`src/rtl/pkt_bus_arbiter.sv`:
```
// pkt_bus_arbiter: round-robin arbiter that shares one registered packet bus
// among NUM_PORTS sources. Each grant covers one whole packet.
// Optional build macro: PKT_ARB_PROTO_CHK_EN turns on protocol checking. When
// it is set, stray mid/EOP beats seen in IDLE are drained, and SOP/single beats
// that arrive inside a packet are counted as errors.
module pkt_bus_arbiter #(
    parameter int NUM_PORTS = 2,
    parameter int DATA_W    = 512,
    parameter int CTL_W     = 8,
    parameter int PID_W     = $clog2(NUM_PORTS)
) (
    input  logic                        clk,
    input  logic                        reset,
    input  logic [NUM_PORTS*DATA_W-1:0] in_data,
    input  logic [NUM_PORTS*CTL_W-1:0]  in_ctl,
    output logic [NUM_PORTS-1:0]        in_rdy,
    output logic [DATA_W-1:0]           out_data,
    output logic [CTL_W-1:0]            out_ctl,
    output logic [PID_W-1:0]            out_pid,
    input  logic                        out_rdy,
    output logic [31:0]                 pkt_cnt,
    output logic                        proto_err,
    output logic [15:0]                 err_cnt
);

    localparam logic [2:0] CTL_SOP    = 3'd1;
    localparam logic [2:0] CTL_EOP    = 3'd3;
    localparam logic [2:0] CTL_SINGLE = 3'd4;

    typedef enum logic {IDLE, XFER} state_t;

    state_t                        state, state_nxt;
    logic [PID_W-1:0]              grant, rr_ptr, pick;
    logic                          req_any;
    logic [NUM_PORTS-1:0][2:0]     ctl_p0;
    logic [2:0]                    ctl_g_p0;
    logic [DATA_W-1:0]             data_g_p0;
    logic                          out_free, accept, pkt_end;
    logic [DATA_W-1:0]             data_p1;
    logic [CTL_W-1:0]              ctl_p1;
    logic [PID_W-1:0]              pid_p1;
    logic                          vld_p1;

    // Control codes outside 0..4 are folded to idle.
    function automatic logic [2:0] norm_ctl(input logic [CTL_W-1:0] c);
        if (c <= CTL_W'(4)) return c[2:0];
        return 3'd0;
    endfunction

    // Round-robin successor of a port index.
    function automatic logic [PID_W-1:0] next_port(input logic [PID_W-1:0] p);
        if (int'(p) == NUM_PORTS - 1) return '0;
        return p + PID_W'(1);
    endfunction

    // Input stage p0: decode every port and search upward from rr_ptr.
    always_comb begin
        req_any = 1'b0;
        pick    = '0;
        for (int p = 0; p < NUM_PORTS; p++)
            ctl_p0[p] = norm_ctl(in_ctl[p*CTL_W +: CTL_W]);
        for (int i = 0; i < NUM_PORTS; i++) begin
            if (!req_any &&
                (ctl_p0[PID_W'((int'(rr_ptr) + i) % NUM_PORTS)] == CTL_SOP ||
                 ctl_p0[PID_W'((int'(rr_ptr) + i) % NUM_PORTS)] == CTL_SINGLE)) begin
                req_any = 1'b1;
                pick    = PID_W'((int'(rr_ptr) + i) % NUM_PORTS);
            end
        end
        ctl_g_p0  = ctl_p0[grant];
        data_g_p0 = in_data[int'(grant)*DATA_W +: DATA_W];
    end

    // Handshake and next-state logic; the output register is free when empty or draining.
    always_comb begin
        vld_p1    = (ctl_p1 != '0);
        out_free  = !vld_p1 || out_rdy;
        accept    = (state == XFER) && out_free && (ctl_g_p0 != 3'd0);
        pkt_end   = accept && (ctl_g_p0 == CTL_EOP || ctl_g_p0 == CTL_SINGLE);
        state_nxt = state;
        in_rdy    = '0;
        case (state)
            IDLE: begin
                if (req_any) state_nxt = XFER;
`ifdef PKT_ARB_PROTO_CHK_EN
                for (int p = 0; p < NUM_PORTS; p++)
                    if (ctl_p0[p] == 3'd2 || ctl_p0[p] == CTL_EOP) in_rdy[p] = 1'b1;
`endif
            end
            XFER: begin
                in_rdy[grant] = out_free;
                if (pkt_end) state_nxt = IDLE;
            end
            default: state_nxt = IDLE;
        endcase
    end

    // Output stage p1: arbitration state, registered beat and packet counter.
    always_ff @(posedge clk) begin
        if (reset) begin
            state   <= IDLE;
            grant   <= '0;
            rr_ptr  <= '0;
            pkt_cnt <= '0;
            data_p1 <= '0;
            ctl_p1  <= '0;
            pid_p1  <= '0;
        end else begin
            state <= state_nxt;
            if (state == IDLE && req_any) grant <= pick;
            if (pkt_end) begin
                rr_ptr  <= next_port(grant);
                pkt_cnt <= pkt_cnt + 32'd1;
            end
            if (accept) begin
                data_p1 <= data_g_p0;
                ctl_p1  <= CTL_W'(ctl_g_p0);
                pid_p1  <= grant;
            end else if (out_free) begin
                ctl_p1  <= '0;
            end
        end
    end

    assign out_data = data_p1;
    assign out_ctl  = ctl_p1;
    assign out_pid  = pid_p1;

`ifdef PKT_ARB_PROTO_CHK_EN
    logic in_pkt, stray, err_now;

    // Error counter increment that sticks at all-ones.
    function automatic logic [15:0] sat_inc(input logic [15:0] v);
        if (v == 16'hFFFF) return v;
        return v + 16'd1;
    endfunction

    // Protocol errors: stray mid/EOP beats in IDLE, or a new packet start inside a packet.
    always_comb begin
        stray = 1'b0;
        for (int p = 0; p < NUM_PORTS; p++)
            if (state == IDLE && (ctl_p0[p] == 3'd2 || ctl_p0[p] == CTL_EOP)) stray = 1'b1;
        err_now = stray ||
                  (accept && in_pkt && (ctl_g_p0 == CTL_SOP || ctl_g_p0 == CTL_SINGLE));
    end

    // Track whether the packet's first beat has gone out, and register error reporting.
    always_ff @(posedge clk) begin
        if (reset) begin
            in_pkt    <= 1'b0;
            proto_err <= 1'b0;
            err_cnt   <= '0;
        end else begin
            proto_err <= err_now;
            if (err_now) err_cnt <= sat_inc(err_cnt);
            if (pkt_end) in_pkt <= 1'b0;
            else if (accept) in_pkt <= 1'b1;
        end
    end
`else
    assign proto_err = 1'b0;
    assign err_cnt   = '0;
`endif

endmodule
```
`config.mk`:
```
export PLATFORM = sky130hd
export DESIGN_NAME = pkt_bus_arbiter
export DESIGN_NICKNAME = d
export VERILOG_FILES = /design/src/rtl/pkt_bus_arbiter.sv
export SDC_FILE = /design/constraint.sdc
export NUM_CORES = 1
export LEC_CHECK = 0
export ABC_AREA = 1
export BUFFER_PORTS_ARGS = -buffer_cell sky130_fd_sc_hd__buf_2
export CORE_AREA = 4 4 629 631
export DETAILED_ROUTE_END_ITERATION = 16
export DIE_AREA = 0 0 633 635
export PLACE_DENSITY = 0.3
export RECOVER_POWER = 50
export SETUP_SLACK_MARGIN = 0.3
export SYNTH_ARGS = -nofsm -noshare
export SYNTH_HDL_FRONTEND = slang
export SYNTH_SLANG_ARGS = --single-unit
```
`constraint.sdc`:
```
create_clock -name clk -period 1.9 [get_ports clk]
set_input_delay 0 -clock clk [delete_from_list [all_inputs] [get_ports clk]]
set_output_delay 0 -clock clk [all_outputs]
set_load 0.05 [all_outputs]
```
==> results.cfg, run 1 <==
[status]
status = finished with violations
violations = setup timing

[route]
drt-pass1-iter-count = 6
drc_errors = 0
ant_nets = 0
routed_via_density = 3.134
first_iter_violations = 2233
routed_wirelength_um = 302500
wl_per_cell_um = 24.50
vias = 38700

[timing]
timing.fmax_mhz = 493.6
rsz0062_at_grt = yes
finClkSkew_ns = 0.03026
hold_ws_ns = 0.06549
finalCriticalPeriod_ns = 2.026
maxSlewHeadroom_pct = 50.21
setup_ws_ns = -0.1258
period_share_pct = 106.6
hold_viol_final = 0
finalSetupViolCount = 412
report.final.slew_viol_count = 0
tightest_slew_ns = 0.7469

[clock_tree]
htree_levels = 3
cts-buffers-inserted = 91
cts_tree = done
cts_root_buffer = clkbuf_16
cts.path.max_buffers = 4
worstSkewPairLatency_ns = 0.78
clk_pin_slew_ns = 0.06
cts.sinks = 551

[floorplanning]
io_pins = 1615
die_area_mm2 = 0.4020
core-area_mm2 = 0.3891
die_h_um = 635
rows = 229
start_util_pct = 6.836
fp.dieW_um = 633

[synthesis]
yosys_warnings = 0
synth_seq_area_share_pct = 41.47
synthCells = 4300
ys_seq_elements = 551
synth_flop_cell = dfxtp_1
syn_area_mm2 = 0.02660
avgSynthCellArea_um2 = 6.186
yosysUniqueCellTypes = 29
async_flop_share_pct = 0
synth-edff-count = 0

[global_route]
grt_pass1_wl_um = 385200
grt_pass1_vias = 40620
track_usage_pct = 14.28
grt_max_degree = 134
antenna_found_initial = 73
grt.overflow.total = 0

[worst_setup_path]
r2r_start = grant
cp-endpoint = out_data[225]
endpoint_kind = flop
ff2ff_path_depth = 8
crit_type = flop to flop
crit_required_ns = 2.54
reg2reg_slack_ns = -0.13
cp-start-kind = flop
reg2reg_to = out_data[225]
path_max_fanout = 54
crit_start = grant
arrival_ns = 2.67

[final_layout]
fin_util_pct = 14.93
final_layout_size_suffix_gt1_share_pct = 31.23
finalNetCount = 8105
final_cells = 12350
layout_commonest_cell = nand2_1
area_growth_pct = 118.4
area.sequential_mm2 = 0.01108
fill_cells = 45310
final_cell_mix = nand2_1, buf_2, dlygate4sd3_1, nor2_1, dfxtp_1
multi_input_area_mm2 = 0.01498
final_cell_area_mm2 = 0.05810

[placement]
numPortBuffers = 1592
dpl.cell_count = 11070
dpl.hpwl_um = 253300
placed_area_mm2 = 0.04244
gp_congestion = 0.9132
detailedPlace.worstSlack_ns = -0.4891

[min_path]
hp-class = input port to flop
worstHoldStart = in_ctl[9]

[pwr]
power_density_mw_per_mm2 = 576.4
ir_worst_vdd_uv = 602.2
leakagePower_nw = 25.94

[job]
maxCapViolCount = 0
[power breakdown]
group	internal, mW	leakage [nW]	switching [mW]
Combinational	2.76	20.0	2.36
Sequential	11.6	4.45	0.00393
Clock	10.1	1.44	6.75
Total	24.4	25.9	9.11
[logic make-up after synthesis]
family	Yosys count	share of synthesized area [%]
buffers and inverters	344	6.868
xor gates and xnor gates	15	0.4939
adders and majority gates	1	0.04703
and+or+nand+nor	2835	40.69
DFF	551	41.47
AOI/OAI and AO/OA	553	10.42
other	1	0.01410
[routing by layer]
layer  global-route usage, %  share of wire (%)  vias to the layer above
met5                       0              0.046                        -
met4                   3.503                2.5                       22
met3                   8.441                 13                      310
met2                   24.41                 48                     1309
met1                   14.83                 36                    18090
li1                        -                  -                    18970
[per-stage QoR]
stage / setup TNS (ns) / total power, mW
2_1_floorplan: 0 / 12.83
3_3_place_gp: -104.05 / 14.99
3_5_place_dp: -114.55 / 14.99
4_1_cts: -40.18 / 34.46
5_1_grt: -84.05 / 35.08
6_report: -18.34 / 33.49
[layout make-up]
| class | instances | area share, % |
|---|---|---|
| well taps | 5197 | 11.19 |
| inverters | 23 | 0.2197 |
| flip-flops and latches | 551 | 19.07 |
| multi-input cells | 3426 | 25.79 |
| repair inverters | 3 | 0.1314 |
| repair buffers | 2965 | 38.49 |
| clock buffers | 126 | 4.548 |
| diodes | 25 | 0.1077 |
| clock inverters | 31 | 0.4609 |
[synth_stat cells, types with 2 or more instances]
| cell | number | share of area, % |
|---|---|---|
| nand2_1 | 1685 | 24 |
| nor2_1 | 1088 | 15 |
| dfxtp_1 | 551 | 41 |
| o21ai_0 | 367 | 6.9 |
| clkbuf_1 | 188 | 2.7 |
| o21ai_1 | 150 | 2.8 |
| buf_2 | 46 | 0.87 |
| buf_6 | 43 | 1.8 |
| nand4_1 | 36 | 0.85 |
| a21oi_1 | 35 | 0.66 |
| buf_4 | 32 | 0.90 |
| inv_1 | 19 | 0.27 |
| nand3b_1 | 15 | 0.42 |
| xor2_1 | 11 | 0.36 |
| clkbuf_2 | 6 | 0.11 |
| nand3_1 | 5 | 0.094 |
| buf_1 | 4 | 0.056 |
| xnor2_1 | 4 | 0.13 |
| inv_2 | 3 | 0.042 |
| buf_8 | 2 | 0.11 |
| nand2_4 | 2 | 0.085 |
[registers in the layout, summed over array words and instances, names as in the netlist]
| register | cells |
|---|---|
| out_ctl | 3 |
| out_pid | 1 |
| pkt_cnt | 32 |
| state | 1 |
| rr_ptr | 1 |
| out_data | 512 |
| grant | 1 |
[critical path, cell delays in order, from the launching register on]
cell and delay (ns):
dfxtp_4 0.40, inv_8 0.05, buf_4 0.18, buf_12 0.17, buf_4 0.32, nand2_1 0.06
nand2_1 0.07, o21ai_0 0.36, nor2_1 0.07
[what timing repair did]
action,4_1_cts,5_1_grt
resized for setup,188,329
hold buffers,1039,0
setup buffers,19,5
pin swaps,16,31
gates cloned,14,14
setup endpoints to repair,868,817
endpoints found under the hold margin,550,0
[how the worst min path moves through the flow]
stage	slack (ns)	depth (start not counted)	endpoint
2_1_floorplan	0.18	3	out_ctl[0]
3_3_place_gp	0.34	5	out_data[278]
3_5_place_dp	0.35	5	out_data[278]
4_1_cts	-0.05	8	out_ctl[0]
5_1_grt	0.04	8	out_ctl[0]
6_report	0.07	8	out_ctl[0]
Note: power is estimated with default switching activity, not from simulation.
==> inputs of run 2 (changes only) <==
PLACE_DENSITY = not set   (was 0.3)
PLACE_DENSITY_LB_ADDON = 0.2   (was not set)
==> results.cfg, run 2 (same netlist as run 1, synthesis figures left out) <==
[clock_tree]
worstSkewPairLatency_ns = 0.79
htree_levels = 3
cts.path.max_buffers = 4
cts_tree = done
cts-buffers-inserted = 85
cts.sinks = 551
clk_pin_slew_ns = 0.06
cts_root_buffer = clkbuf_16

[route]
drt-pass1-iter-count = 5
ant_nets = 0
first_iter_violations = 2023
drc_errors = 0
vias = 38350
wl_per_cell_um = 23.78
routed_via_density = 3.118
routed_wirelength_um = 292600

[worst_setup_path]
endpoint_kind = flop
r2r_start = grant
cp-start-kind = flop
crit_type = flop to flop
reg2reg_slack_ns = -0.13
arrival_ns = 2.69
ff2ff_path_depth = 11
reg2reg_to = out_data[368]
crit_required_ns = 2.56
path_max_fanout = 35

[timing]
finalCriticalPeriod_ns = 2.027
hold_ws_ns = 0.1060
tightest_slew_ns = 0.7351
report.final.slew_viol_count = 0
finalSetupViolCount = 393
maxSlewHeadroom_pct = 51.20
setup_ws_ns = -0.1270
finClkSkew_ns = 0.05175
rsz0062_at_grt = yes
timing.fmax_mhz = 493.3
period_share_pct = 106.7
hold_viol_final = 0
tns_ns = -15.15

[final_layout]
final_cell_mix = nand2_1, buf_2, dlygate4sd3_1, nor2_1, dfxtp_1
finalNetCount = 8073
area_growth_pct = 114.7
layout_commonest_cell = nand2_1
largest_register_ffs = 512
final_layout_size_suffix_gt1_share_pct = 29.27

[status]
violations = setup timing
status = finished with violations

[min_path]
hp-class = input port to flop
holdPathEnd = out_data[421]
holdPathStages = 6
worstHoldStart = in_data[933]

[floorplanning]
fp.dieW_um = 633
io_pins = 1615
rows = 229
die_h_um = 635
core-area_mm2 = 0.3891
die_area_mm2 = 0.4020
start_util_pct = 6.836

[pwr]
clkPwrFrac_pct = 49.3
leakagePower_nw = 25.45
comb_power_share_pct = 15.3
p_seq_share_pct = 35.4
switching_share_pct = 27.57
power_density_mw_per_mm2 = 572.0
ir_worst_vdd_uv = 583.9
p_int_mw = 23.66
p_sw_mw = 9.006

[global_route]
track_usage_pct = 13.61
antenna_found_initial = 49
grt_max_degree = 92
grt_pass1_wl_um = 370100
grt.overflow.total = 0
grt_pass1_vias = 39970

[placement]
numPortBuffers = 1592
gp_congestion = 0.8850
dpl.hpwl_um = 243500

[job]
maxCapViolCount = 0
-- run 2: changes by cell type in the layout (fill, tap and decap cells not counted), moves of 15 or more --
cell	delta
o21ai_0	-18
nor2_4	-33
nor2_1	+116
nor2_2	-83
buf_12	-21
buf_4	-20
dlygate4sd3_1	+15
-- run 2: layout make-up --
cell class | instances | area [um^2]
Clock buffer | 115 | 2361
Timing Repair Buffer | 2939 | 21960
Timing Repair inverter | 3 | 57.56
Sequential cell | 551 | 11080
Inverter | 23 | 127.6
Fill cell | 45280 | 332000
Tap cell | 5197 | 6502
Antenna cell | 15 | 37.54
Multi-Input combinational cell | 3426 | 14630
Clock inverter | 33 | 357.8
-- run 2: critical path, cell delays in order, from the launching register on --
cell      delay (ns)
dfxtp_4         0.41
nand2_1         0.06
nand3b_1        0.17
nand2_2         0.11
nor2_4          0.04
nand2_4         0.08
nand2_8         0.07
buf_16          0.16
buf_12          0.18
buf_16          0.21
o21ai_2         0.23
nor2_1          0.06
-- run 2: worst max path at each step --
| stage | slack [ns] | cells past startpoint | to | start |
|---|---|---|---|---|
| floorplan | 0.30 | 8 | pkt_cnt[31] | pkt_cnt[20] |
| global placement | -0.48 | 14 | out_data[397] | in_ctl[11] |
| detailed placement | -0.49 | 14 | out_data[397] | in_ctl[11] |
| CTS | -0.13 | 4 | in_rdy[0] | grant |
| global route | -0.22 | 12 | out_data[61] | grant |
| finish | -0.13 | 11 | out_data[368] | grant |
-- run 2: power groups by stage --
stage / logic [mW] / clock network, mW / registers [mW]
global route: 5.38 / 17.4 / 11.5
global placement: 3.06 / 0 / 11.8
floorplan: 1.01 / 0 / 11.8
detailed placement: 3.05 / 0 / 11.8
finish: 5.00 / 16.1 / 11.6
CTS: 5.02 / 17.1 / 11.5
-- run 2: layer usage --
layer | share of wire (%) | vias to the layer above | track usage [%]
met3 | 12 | 218 | 6.969
met4 | 2.0 | 8 | 2.602
li1 | - | 18880 | -
met5 | 0.019 | - | 0
met1 | 39 | 17980 | 15.26
met2 | 47 | 1271 | 23.04
-- run 2: repair_timing --
action,CTS,global route
setup endpoints to repair,862,834
hold buffers,1054,0
pin swaps,3,18
endpoints found under the hold margin,550,0
setup buffers,8,7
gates cloned,3,28
resized for setup,94,287
-- run 2: per-stage QoR --
stage                     cells  area [um^2]  power, mW  setup slack [ns]  util, %
final                     12300        57110      32.67           -0.1270    14.68
after global routing      12290        57090      34.33           -0.2230    14.67
after CTS                 12250        55710      33.67           -0.1258    14.32
after detailed placement  11040        42060      14.86           -0.4879    10.81
after global placement    11040        42060      14.87           -0.4804    10.81
after floorplan            4321        26750      12.83            0.3011        -
